## src/rtl/ram_sp_master_if.sv

```systemverilog
// Request/response stream bundle between a client and ram_sp_master.
// The client drives the master modport; ram_sp_master takes the slave modport.
interface ram_sp_master_if #(
  parameter int D_WIDTH = 32,
  parameter int D_DEPTH = 64,
  parameter int BYTE_EN = 0
);
  localparam int AW   = $clog2(D_DEPTH);
  localparam int BE_W = (BYTE_EN != 0) ? D_WIDTH / 8 : 1;

  logic               req_valid_i;
  logic               req_ready_o;
  logic               req_we_i;
  logic [BE_W-1:0]    req_be_i;
  logic [AW-1:0]      req_addr_i;
  logic [D_WIDTH-1:0] req_wdata_i;
  logic               rsp_valid_o;
  logic               rsp_ready_i;
  logic [D_WIDTH-1:0] rsp_rdata_o;

  modport master (
    output req_valid_i, req_we_i, req_be_i, req_addr_i, req_wdata_i, rsp_ready_i,
    input  req_ready_o, rsp_valid_o, rsp_rdata_o
  );

  modport slave (
    input  req_valid_i, req_we_i, req_be_i, req_addr_i, req_wdata_i, rsp_ready_i,
    output req_ready_o, rsp_valid_o, rsp_rdata_o
  );
endinterface

```

## src/rtl/ram_sp_master.sv

```systemverilog
// Single-port RAM initiator: request stream -> RAM cycles, in-order buffered read responses.
// Optional power-up clear of the whole RAM is enabled with `define RAM_SP_MASTER_CLEAR_EN.
module ram_sp_master #(
  parameter int D_WIDTH   = 32,
  parameter int D_DEPTH   = 64,
  parameter int BYTE_EN   = 0,
  parameter int REG_OUT   = 1,
  parameter int RSP_DEPTH = 4,
  localparam int AW   = $clog2(D_DEPTH),
  localparam int BE_W = (BYTE_EN != 0) ? D_WIDTH / 8 : 1
) (
  input  logic               clk_i,
  input  logic               rst_i,
  ram_sp_master_if.slave     bus,
  output logic [BE_W-1:0]    ram_wr_en_o,
  output logic [D_WIDTH-1:0] ram_wr_data_o,
  output logic [AW-1:0]      ram_rw_addr_o,
  output logic               ram_rd_en_o,
  input  logic [D_WIDTH-1:0] ram_rd_data_i,
  output logic               busy_o
);
  localparam int CW = $clog2(RSP_DEPTH + 1);
  localparam int PW = $clog2(RSP_DEPTH);

  typedef enum logic {ST_IDLE = 1'b0, ST_CLEAR = 1'b1} state_e;

  state_e             state_q;
  logic [AW-1:0]      clr_addr_q;
  logic               clearing;
  logic               req_ready;
  logic               accept;
  logic               rd_acc;
  logic               push;
  logic               pop;
  logic               rsp_valid;
  logic [CW-1:0]      count_q;
  logic [CW-1:0]      fill_q;
  logic [PW-1:0]      wr_ptr_q;
  logic [PW-1:0]      rd_ptr_q;
  logic [D_WIDTH-1:0] fifo_mem [RSP_DEPTH];

`ifdef RAM_SP_MASTER_CLEAR_EN
  logic busy_q;

  always_ff @(posedge clk_i or posedge rst_i) begin
    if (rst_i) begin
      state_q    <= ST_CLEAR;
      clr_addr_q <= '0;
      busy_q     <= 1'b1;
    end else if (state_q == ST_CLEAR) begin
      clr_addr_q <= clr_addr_q + 1'b1;
      if (clr_addr_q == AW'(D_DEPTH - 1)) begin
        state_q <= ST_IDLE;
        busy_q  <= 1'b0;
      end
    end
  end

  assign busy_o = busy_q;
`else
  assign state_q    = ST_IDLE;
  assign clr_addr_q = '0;
  assign busy_o     = 1'b0;
`endif

  // Count covers reads in flight plus buffered responses, so acceptance alone bounds the FIFO.
  assign clearing  = (state_q == ST_CLEAR) && !rst_i;
  assign req_ready = !rst_i && (state_q == ST_IDLE) && (count_q < CW'(RSP_DEPTH));
  assign accept    = bus.req_valid_i && req_ready;
  assign rd_acc    = accept && !bus.req_we_i;

  assign bus.req_ready_o = req_ready;
  assign ram_rd_en_o     = rd_acc;
  assign ram_rw_addr_o   = clearing ? clr_addr_q : bus.req_addr_i;
  assign ram_wr_data_o   = clearing ? '0 : bus.req_wdata_i;
  assign ram_wr_en_o     = clearing                     ? {BE_W{1'b1}} :
                           (accept && bus.req_we_i)     ? ((BYTE_EN != 0) ? bus.req_be_i : {BE_W{1'b1}}) :
                                                          '0;

  // Stage p1: RAM read data valid one cycle after the read when the RAM output is registered.
  if (REG_OUT != 0) begin : g_reg_out
    logic rd_pend_p1;
    always_ff @(posedge clk_i or posedge rst_i) begin
      if (rst_i) rd_pend_p1 <= 1'b0;
      else       rd_pend_p1 <= rd_acc;
    end
    assign push = rd_pend_p1;
  end else begin : g_comb_out
    assign push = rd_acc;
  end

  // Response FIFO: storage carries no reset, only pointers and occupancy do.
  assign rsp_valid       = (fill_q != '0);
  assign pop             = rsp_valid && bus.rsp_ready_i;
  assign bus.rsp_valid_o = rsp_valid;
  assign bus.rsp_rdata_o = rsp_valid ? fifo_mem[rd_ptr_q] : '0;

  always_ff @(posedge clk_i) begin
    if (push) fifo_mem[wr_ptr_q] <= ram_rd_data_i;
  end

  always_ff @(posedge clk_i or posedge rst_i) begin
    if (rst_i) begin
      wr_ptr_q <= '0;
      rd_ptr_q <= '0;
      fill_q   <= '0;
      count_q  <= '0;
    end else begin
      if (push) wr_ptr_q <= (wr_ptr_q == PW'(RSP_DEPTH - 1)) ? '0 : wr_ptr_q + 1'b1;
      if (pop)  rd_ptr_q <= (rd_ptr_q == PW'(RSP_DEPTH - 1)) ? '0 : rd_ptr_q + 1'b1;
      case ({push, pop})
        2'b10:   fill_q <= fill_q + 1'b1;
        2'b01:   fill_q <= fill_q - 1'b1;
        default: fill_q <= fill_q;
      endcase
      case ({rd_acc, pop})
        2'b10:   count_q <= count_q + 1'b1;
        2'b01:   count_q <= count_q - 1'b1;
        default: count_q <= count_q;
      endcase
    end
  end
endmodule
```

## src/flat_wrapper.sv

```systemverilog
// flat-port wrapper written by rule: the top's interface ports become plain ports
module ram_sp_master_flat 
#(
  parameter int D_WIDTH   = 32,
  parameter int D_DEPTH   = 64,
  parameter int BYTE_EN   = 0,
  parameter int REG_OUT   = 1,
  parameter int RSP_DEPTH = 4,
  localparam int AW   = $clog2(D_DEPTH),
  localparam int BE_W = (BYTE_EN != 0) ? D_WIDTH / 8 : 1
)
  (clk_i, rst_i, ram_wr_en_o, ram_wr_data_o, ram_rw_addr_o, ram_rd_en_o, ram_rd_data_i, busy_o, bus_req_valid_i, bus_req_we_i, bus_req_be_i, bus_req_addr_i, bus_req_wdata_i, bus_rsp_ready_i, bus_req_ready_o, bus_rsp_valid_o, bus_rsp_rdata_o);
  ram_sp_master_if #(.D_WIDTH(D_WIDTH), .D_DEPTH(D_DEPTH), .BYTE_EN(BYTE_EN)) bus_i ();
  input  logic clk_i;
  input  logic rst_i;
  output logic [BE_W-1:0] ram_wr_en_o;
  output logic [D_WIDTH-1:0] ram_wr_data_o;
  output logic [AW-1:0] ram_rw_addr_o;
  output logic ram_rd_en_o;
  input  logic [D_WIDTH-1:0] ram_rd_data_i;
  output logic busy_o;
  input wire logic [$bits(bus_i.req_valid_i)-1:0] bus_req_valid_i;
  input wire logic [$bits(bus_i.req_we_i)-1:0] bus_req_we_i;
  input wire logic [$bits(bus_i.req_be_i)-1:0] bus_req_be_i;
  input wire logic [$bits(bus_i.req_addr_i)-1:0] bus_req_addr_i;
  input wire logic [$bits(bus_i.req_wdata_i)-1:0] bus_req_wdata_i;
  input wire logic [$bits(bus_i.rsp_ready_i)-1:0] bus_rsp_ready_i;
  output wire logic [$bits(bus_i.req_ready_o)-1:0] bus_req_ready_o;
  output wire logic [$bits(bus_i.rsp_valid_o)-1:0] bus_rsp_valid_o;
  output wire logic [$bits(bus_i.rsp_rdata_o)-1:0] bus_rsp_rdata_o;
  assign bus_i.req_valid_i = bus_req_valid_i;
  assign bus_i.req_we_i = bus_req_we_i;
  assign bus_i.req_be_i = bus_req_be_i;
  assign bus_i.req_addr_i = bus_req_addr_i;
  assign bus_i.req_wdata_i = bus_req_wdata_i;
  assign bus_i.rsp_ready_i = bus_rsp_ready_i;
  assign bus_req_ready_o = bus_i.req_ready_o;
  assign bus_rsp_valid_o = bus_i.rsp_valid_o;
  assign bus_rsp_rdata_o = bus_i.rsp_rdata_o;
  ram_sp_master #(.D_WIDTH(D_WIDTH), .D_DEPTH(D_DEPTH), .BYTE_EN(BYTE_EN), .REG_OUT(REG_OUT), .RSP_DEPTH(RSP_DEPTH)) u_core (.clk_i(clk_i), .rst_i(rst_i), .bus(bus_i), .ram_wr_en_o(ram_wr_en_o), .ram_wr_data_o(ram_wr_data_o), .ram_rw_addr_o(ram_rw_addr_o), .ram_rd_en_o(ram_rd_en_o), .ram_rd_data_i(ram_rd_data_i), .busy_o(busy_o));
endmodule
```

## config.mk

```make
export PLATFORM = sky130hd
export DESIGN_NAME = ram_sp_master_flat
export DESIGN_NICKNAME = d
export VERILOG_FILES = /design/src/rtl/ram_sp_master_if.sv /design/src/rtl/ram_sp_master.sv /design/src/flat_wrapper.sv
export SDC_FILE = /design/constraint.sdc
export NUM_CORES = 1
export LEC_CHECK = 0
export CAP_MARGIN = 20
export CORE_MARGIN = 2
export CORE_UTILIZATION = 54
export CTS_BUF_LIST = sky130_fd_sc_hd__clkbuf_4 sky130_fd_sc_hd__clkbuf_8
export DETAILED_ROUTE_END_ITERATION = 8
export PLACE_DENSITY = 0.87
export SLEW_MARGIN = 20
export SYNTH_ARGS = -nofsm -noshare
export SYNTH_HDL_FRONTEND = slang
export SYNTH_SLANG_ARGS = --single-unit
```

## constraint.sdc

```tcl
create_clock -name clk_i -period 3.1 [get_ports clk_i]
set_clock_uncertainty 0.2 [all_clocks]
set_input_delay 0.31 -clock clk_i [delete_from_list [all_inputs] [get_ports clk_i]]
set_output_delay 0.31 -clock clk_i [all_outputs]
set_load 0.03 [all_outputs]
```

[Yosys cells after proc, flatten, opt, wreduce, memory -nomap -nowiden]
Memories as Yosys holds them, arrays and structs flattened.
Index checks and enable logic that the tools add are counted.
W data, S select, Z words.
Word-level totals
  bits in registers: 11
  memory bits (writable): 128
  memories kept: 1
Memories
  u_core.fifo_mem: words 4, bits a word 32, read ports 1, clocked after Yosys merged registers in 0, write ports 1, line ram_sp_master.sv:40  | logic [D_WIDTH-1:0] fifo_mem [RSP_DEPTH];
Cells by class
  add/subtract/negate cells: 6
  magnitude comparators: 1
  equality and inequality tests: 6
  muxes and demuxes: 8
  reductions and logical operators: 10
Operators by type and width (number)
  $mux W32: 1
  $pmux W3 S2: 2
  $eq A2 B2 Y1 const B: 4
  $add A3 B1 Y3 const B: 2
  $sub A3 B1 Y3 const B: 2
  $logic_and A1 B1 Y1: 5
  $add A2 B1 Y2 const B: 2
  $eq A2 B1 Y1 const B: 2
  $mux W2: 2
  $reduce_bool A2 Y1: 2
  $lt A3 B3 Y1 const B: 1
  $mux W1: 3
  $reduce_bool A3 Y1: 1
  $logic_not A1 Y1: 2

[Logic depth before layout (Yosys ltp)]
Gate-level depths: netlist of run 1.
  depth after elaboration: 6
  depth in mapped cells: 9
  depth with buffers taken out: 9

[Least setup slack after synthesis of run 1]
No wires, ideal clock.
  path type: register to register
  from: register u_core.count_q[2]
  to: register u_core.count_q[2]
  library setup time: 125 ps
  data arrival time: 1999 ps
  required time: 2775 ps
  slack: 776 ps
  stages on the path, launching flop included: 10
  path buffers: 0
  period minus slack after synthesis: 2324 ps
  cell sequence: dfrtp_1 nor2_1 nand2_1 or2_2 ha_1 inv_1 fa_1 xor2_1 nor2_1 xor2_1
Between the ends
  cells in the longest elaborated chain, start to end: 6
  elaborated cells between the ends (all ways): 10
RTL lines
  start, declared: line ram_sp_master.sv:36  | logic [CW-1:0] count_q;
  start signal, assigned: line ram_sp_master.sv:117  | 2'b10: count_q <= count_q + 1'b1;
  start signal, assigned: line ram_sp_master.sv:118  | 2'b01: count_q <= count_q - 1'b1;
  start signal, assigned: line ram_sp_master.sv:119  | default: count_q <= count_q;
  $lt A3 B3 Y1 *: line ram_sp_master.sv:68  | assign req_ready = !rst_i && (state_q == ST_IDLE) && (count_q < CW'(RSP_DEPTH));
  $logic_and A1 B1 Y1 *: line ram_sp_master.sv:68
  via bus_req_ready_o: line flat_wrapper.sv:28  | output wire logic [$bits(bus_i.req_ready_o)-1:0] bus_req_ready_o;
  $logic_and A1 B1 Y1 *: line ram_sp_master.sv:69  | assign accept = bus.req_valid_i && req_ready;
  $logic_and A1 B1 Y1 *: line ram_sp_master.sv:70  | assign rd_acc = accept && !bus.req_we_i;
  $eq A2 B1 Y1 / $eq A2 B2 Y1 (equally long branches): line ram_sp_master.sv:116  | case ({rd_acc, pop})
  $pmux W3 S2 / $reduce_bool A2 Y1 (equally long branches)
Mark *: on every way through the listed nets, which the timed path passes. The rest lies on a longest branch.
A chain may end at the register's enable or synchronous reset.

[Final worst setup path of run 1]
  from: register u_core.rd_ptr_q[0]
  to: output bus_rsp_rdata_o[17]
Between the ends
  cells in the longest elaborated chain, start to end: 2
RTL lines
  start, declared: line ram_sp_master.sv:39  | logic [PW-1:0] rd_ptr_q;
  start signal, assigned: line ram_sp_master.sv:110  | if (pop) rd_ptr_q <= (rd_ptr_q == PW'(RSP_DEPTH - 1)) ? '0 : rd_ptr_q + 1'b1;
  $mem_v2 Z4 W32
  $mux W32: line ram_sp_master.sv:96  | assign bus.rsp_rdata_o = rsp_valid ? fifo_mem[rd_ptr_q] : '0;
  end, declared: line flat_wrapper.sv:30  | output wire logic [$bits(bus_i.rsp_rdata_o)-1:0] bus_rsp_rdata_o;
Every way passes these cells.

==> metrics.txt, run 1 <==
Hold Path Depth=3; 1st-iter DRT viols=114; Layout Cells excl Fill=494; Crit Path Class=flip-flop to output port; share of the synthesized area in the top cell type=66.0%; Die W=108 microns; Synth Flop Type=edfxtp_1; post-CTS sizing=0; std cell rows=37; gr ovfl total=0; share of cells above drive strength 1=19.8%; overall routed net length=10100 microns; Reg2Reg Depth=8; Nets=431; Initial Util=55.9%; post-DP HPWL=6280 microns; critical-path cell list=buf_4 > mux4_1 > and2_1 > clkdlybuf4s50_1; post-synthesis cell area=5820 sq um; period utilization=97.0%; antenna violations before repair=0; die height=108 microns; pre-CTS setup slack=0.528 ns; unrepaired setup endpoints after global routing=yes; Critical Path AT=2.50 ns; Clk pin slew, worst setup/hold paths=0.07 ns; H-tree depth=4; DP Cell Count=462; Critical Path Sink Type=output port; Levels on crit path=4; CTS sink cnt=139; Final Max Tran Viols=0; Final Hold Fails=0; largest cells by area after synthesis=edfxtp_1, mux4_2, buf_4, dfrtp_1, and2_1; Clk Latency, worst-skew pair=0.42 ns; Syn Inst Count=301; first-pass GRT wire length=15500 microns; Max IR drop VDD=0.534 mV; yosys warns=0; root buf cell=clkbuf_8; fmax=333 MHz; final worst setup slack=0.0940 ns; outcome=finished clean; TritonCTS clock tree=built; register area share after synthesis=70.8%; crit path buf inv count=2; Antenna Nets Post-Route=0; vias in the first global route=2916; ANT cells=0; HP Class=input port to flip-flop; Synthesized Nets=386; drt pass-1 iters=4; leakage power=2.30 nW; wire per inst=20.5 microns; clock tree buffer depth=2; Num CTS Buffers=17; Slew Limit Headroom=38.9%; crit-path max cell delay=0.60 ns; dominant cell type by area after synthesis=edfxtp_1; most frequent cell after synthesis=edfxtp_1; die area=11600 sq um; Top delay family on crit path=buffers and inverters; largest net degree at the start of global routing=35; EDFF count, synth=128; CP max stage cell=mux4_1; Worst Path Max Fanout=18; Via-to-Cell Ratio=5.45; distinct cell type count after synthesis=26; I/O pin count=151; Area growth syn-to-layout=16.7%; total core area=10400 sq um; flops & latches, synth=139; crit start category=flip-flop; Worst Path Required=2.59 ns; aggregate global-route resource usage=18.7%; Post-route DRC=0; Vias=2691; max-cap violations=0; Worst-Margin Slew=0.916 ns; Final Critical Period=3.01 ns; IO buf count=72; PD cells=924 nW/um^2; Async SR Flop Fraction=7.91%; Final GP Congestion=0.696; final setup vio count=0; most common library cells after synthesis=edfxtp_1, buf_4, and2_1; Syn Area/Cell=19.3 sq um
-- cell usage in the layout, fill, tap and decap left out, drive strengths merged --
master	Yosys	routed
edfxtp	128	128
clkdlybuf4s50	0	72
and2	37	37
mux4	32	32
clkbuf	4	19
dfrtp	11	11
inv	10	10
ha	7	7
clkinv	0	6
nor2	5	5
xor2	4	4
bufinv	0	4
buf	46	3
mux2	2	2
xnor2	2	2
mux2i	2	2
o21ai	2	2
nand2	2	2
fa	2	2
clkinvlp	0	2
or3	2	2
or2	1	1
and3	1	1
conb	1	1
dlygate4sd3	0	1
-- worst reg2reg max path: stages (launching register included) --
cell     delay [ns]
dfrtp_1        0.41
or3_4          0.58
and2_4         0.27
ha_1           0.20
inv_1          0.08
fa_1           0.18
xor2_1         0.17
nor2_1         0.08
xor2_1         0.14
-- where the power goes --
group	switching, mW	leakage [nW]	internal [mW]
registers	0.0982	1.28	2.19
logic	1.27	0.807	1.18
clock network	0.650	0.208	0.886
total	2.02	2.30	4.25
-- path summary, 6_finish.rpt --
path / slack [ns] / startpoint / endpoint
worst min-delay path: 0.25 / bus_req_valid_i / u_core.g_reg_out.rd_pend_p1$_DFF_PP0_
worst max-delay path: 0.09 / u_core.rd_ptr_q[0]$_DFFE_PP0N_ / bus_rsp_rdata_o[17]
worst min register to register: 0.28 / u_core.count_q[2]$_DFFE_PP0P_ / u_core.count_q[2]$_DFFE_PP0P_
worst max register to register: 0.68 / u_core.fill_q[0]$_DFFE_PP0P_ / u_core.fill_q[2]$_DFFE_PP0P_
max in group asynchronous: 1.83 / rst_i / u_core.rd_ptr_q[1]$_DFFE_PP0N_
min in group asynchronous: 0.55 / rst_i / u_core.wr_ptr_q[1]$_DFFE_PP0P_
-- logic make-up (layout without fill, tap and decap cells) --
kind of cell / Yosys count / after routing / share of synthesized area [%]
AOI/OAI and AO/OA: 2 / 2 / 0.172
xor gates and xnor gates: 6 / 6 / 0.903
adders and majority gates: 9 / 9 / 2.19
buffers and inverters: 60 / 117 / 7.42
DFF: 139 / 139 / 70.8
muxes: 36 / 36 / 13.5
other: 1 / 1 / 0.0644
and+or+nand+nor: 48 / 48 / 4.99
-- registers in the layout, indices dropped and copies added (netlist names) --
name	cells
u_core.fill_q	3
u_core.g_reg_out.rd_pend_p1	1
u_core.fifo_mem	128
u_core.count_q	3
u_core.wr_ptr_q	2
u_core.rd_ptr_q	2
-- per-layer routing --
layer	vias to the layer above	share of wire [%]	track usage (%)
met1	1365	38	21.2
met3	33	5.8	5.39
li1	1187	-	-
met2	106	53	32.5
met5	-	0	0
met4	0	3.2	8.97
-- timing repair --
item,4_1_cts,5_1_grt
setup endpoints to repair,0,3
hold buffers,1,0
endpoints found under the hold margin,2,0
buffers inserted,0,0
-- area by class of cell --
type | instances | area, sq um
clock buffer | 19 | 249
clock inverter | 12 | 174
fill | 703 | 3620
inverter | 10 | 37.5
multi-input combinational | 102 | 1270
sequential | 139 | 4120
tap | 136 | 170
timing repair buffer | 76 | 766
-- per-stage QoR --
step	util, %	hold slack [ns]	setup TNS, ns	area, sq um	power (mW)
floorplan	-	-0.0376	0	5820	4.10
global placement	61.1	0.258	0	6360	4.74
detailed placement	61.1	0.268	0	6360	4.79
CTS	65.2	0.231	0	6790	6.34
global route	65.2	0.260	-0.0208	6790	6.55
finish	65.2	0.246	0	6790	6.27
Power figures use the tool's default switching activity.
==> run 2, diff against run 1 <==
--- a/config.mk
+++ b/config.mk
@@ -9,6 +9,7 @@
 export CORE_MARGIN = 2
-export CORE_UTILIZATION = 54
+export CORE_UTILIZATION = 46
 export CTS_BUF_LIST = sky130_fd_sc_hd__clkbuf_4 sky130_fd_sc_hd__clkbuf_8
 export DETAILED_ROUTE_END_ITERATION = 8
-export PLACE_DENSITY = 0.87
+export HOLD_SLACK_MARGIN = 0.12
+export PLACE_DENSITY = 0.79
 export SLEW_MARGIN = 20
==> constraint.sdc (replaced) <==
create_clock -name clk_i -period 2.5 [get_ports clk_i]
set_clock_uncertainty 0.2 [all_clocks]
set_input_delay 0.375 -clock clk_i [delete_from_list [all_inputs] [get_ports clk_i]]
set_output_delay 0.375 -clock clk_i [all_outputs]
set_load 0.03 [all_outputs]
==> metrics.txt, run 2 (same netlist as run 1, synthesis figures left out) <==
outcome=finished, violations left; failing checks=negative setup slack; std cell rows=41 (+11%); IO buf count=72 (unchanged); Crit Path Class=flip-flop to output port; aggregate global-route resource usage=16.7% (-2.0 points); final worst setup slack=-0.0173 ns (-0.111 ns); Clk Latency, worst-skew pair=0.44 ns (+0.02 ns); wire per inst=19.7 microns (-3.9%); Final GP Congestion=0.699 (+0.49%); Critical Path Sink Type=output port; Slew Limit Headroom=38.9% (-0.075 points); Worst Path Max Fanout=8 (-10); overall routed net length=10700 microns (+5.7%); 1st-iter DRT viols=136 (+19%); pre-CTS setup slack=-0.0171 ns (-0.545 ns); Finished Core Util=57.0% (-8.3 points); HP Class=flip-flop to flip-flop; post-DP HPWL=6450 microns (+2.7%); ANT cells=0 (unchanged); final setup vio count=7 (+7); Vias=2749 (+2.2%); Pint=5.68 mW (+33%); die height=116 microns (+8.0%); root buf cell=clkbuf_8; PD cells=1180 nW/um^2 (+27%); max reg flops=128 (unchanged); CTS sink cnt=139 (unchanged); TritonCTS clock tree=built; Biggest register=u_core.fifo_mem; area occupied by multi-input gates=1330 sq um (+4.3%); share of cells above drive strength 1=39.1% (+19 points); power share of the clock group=21.6% (-2.9 points); Final Critical Period=2.52 ns; Reg2Reg Depth=8 (unchanged); fmax=397 MHz; Nets=443 (+2.8%); Register Area=4120 sq um (unchanged); first-pass GRT wire length=15900 microns (+2.7%); DP Cell Count=504 (+9.1%); unrepaired setup endpoints after global routing=yes; most common cell after layout, fill and taps aside=edfxtp_1; crit start category=flip-flop; total core area=12500 sq um (+20%); combinational fraction of design power=44.8% (+5.8 points); Area growth syn-to-layout=22.0%; Max IR drop VDD=0.483 mV (-9.6%); Clk pin slew, worst setup/hold paths=0.07 ns (about the same); Final Max Tran Viols=0 (unchanged); Antenna Nets Post-Route=0 (unchanged); Critical Path AT=1.94 ns (-0.56 ns); final setup TNS=-0.0693 ns (-0.0693 ns); Initial Util=46.7% (-9.2 points); Hold Path Depth=1 (-2); Final Hold Fails=0 (unchanged); # fillers=948 (+35%); drt pass-1 iters=4 (unchanged); antenna violations before repair=0 (unchanged); period utilization=101%; die area=13600 sq um (+17%); most frequent cells in the layout=edfxtp_1, clkdlybuf4s50_1, mux4_2, buf_6, and2_4; leakage power=2.52 nW (+9.5%); Post-route DRC=0 (unchanged); H-tree depth=4 (unchanged); max-cap violations=0 (unchanged); sequential share of power=33.6% (-2.9 points); Worst Path Required=1.92 ns (-0.67 ns); clock tree buffer depth=2 (unchanged); largest net degree at the start of global routing=35 (unchanged); Layout Cells excl Fill=543 (+9.9%); Via-to-Cell Ratio=5.06 (-7.1%); gr ovfl total=0 (unchanged); Num CTS Buffers=17 (unchanged); sw frac=32.0% (-0.20 points); Die W=116 microns (+8.0%); largest registers=u_core.fifo_mem (128), u_core.count_q (3), u_core.fill_q (3); I/O pin count=151 (unchanged); Sw Pwr=2.67 mW (+32%); Worst-Margin Slew=0.917 ns (+0.00112 ns); vias in the first global route=2952 (+1.2%)
[run 2: cell types whose count changed in the layout (fill, tap and decap cells not counted), moves of 2 or more]
| cell | change |
|---|---|
| and2_1 | -28 |
| and2_4 | +28 |
| buf_12 | +7 |
| buf_4 | +4 |
| buf_6 | +31 |
| clkdlybuf4s50_1 | -35 |
| clkinv_1 | +3 |
| dlygate4sd2_1 | +2 |
| mux4_1 | -4 |
| mux4_2 | +4 |
[run 2: power groups by stage]
stage          clock [mW]  combinational (mW)  sequential [mW]
2_1_floorplan           0                2.27             2.82
3_3_place_gp            0                3.12             2.84
3_5_place_dp            0                3.18             2.86
4_1_cts              1.85                3.41             2.81
5_1_grt              1.94                3.99             2.82
6_report             1.80                3.74             2.80
[run 2: final cells by class]
cell class / instances / share of cell area, %
Sequential cell: 139 / 58.0
Inverter: 10 / 0.529
Multi-Input combinational cell: 102 / 18.7
Clock buffer: 19 / 3.51
Clock inverter: 13 / 2.11
Tap cell: 172 / 3.03
Timing Repair Buffer: 88 / 14.0
[run 2: stage by stage]
step                      cell area, sq um  power (mW)  hold slack [ns]
final                                 7100        8.35            0.287
after floorplan                       5820        5.09           0.0274
after detailed placement              6500        6.04            0.280
after CTS                             7000        8.07            0.293
after global placement                6500        5.96            0.259
after global routing                  7100        8.75            0.302
[run 2: critical path, cell delays in order (launching register included)]
cell,delay [ns]
dfrtp_2,0.41
buf_4,0.13
buf_12,0.13
mux4_2,0.49
and2_1,0.17
buf_4,0.16
[run 2: worst paths after layout]
check / startpoint / end / slack (ns)
min: u_core.count_q[0]$_DFFE_PP0P_ / u_core.count_q[0]$_DFFE_PP0P_ / 0.29
max reg2reg: u_core.fill_q[0]$_DFFE_PP0P_ / u_core.count_q[2]$_DFFE_PP0P_ / 0.04
max: u_core.rd_ptr_q[0]$_DFFE_PP0N_ / bus_rsp_rdata_o[23] / -0.02
min in group asynchronous: rst_i / u_core.rd_ptr_q[1]$_DFFE_PP0N_ / 0.60
min reg2reg: u_core.count_q[0]$_DFFE_PP0P_ / u_core.count_q[0]$_DFFE_PP0P_ / 0.29
max in group asynchronous: rst_i / u_core.rd_ptr_q[0]$_DFFE_PP0N_ / 1.18
[run 2: repair_timing]
action	in CTS	in global routing
setup endpoints to repair	34	36
setup buffers	2	3
endpoints found under the hold margin	11	0
pin swaps	0	1
hold buffers	1	0
gates cloned	2	0
resized for setup	138	107
[run 2: per-layer routing]
layer	GRT usage, %	vias to the layer above	part of all wire, %
met5	0	-	0
met4	9.76	0	4.3
met3	5.50	47	6.8
met2	27.5	94	51
met1	19.2	1395	38
li1	-	1213	-
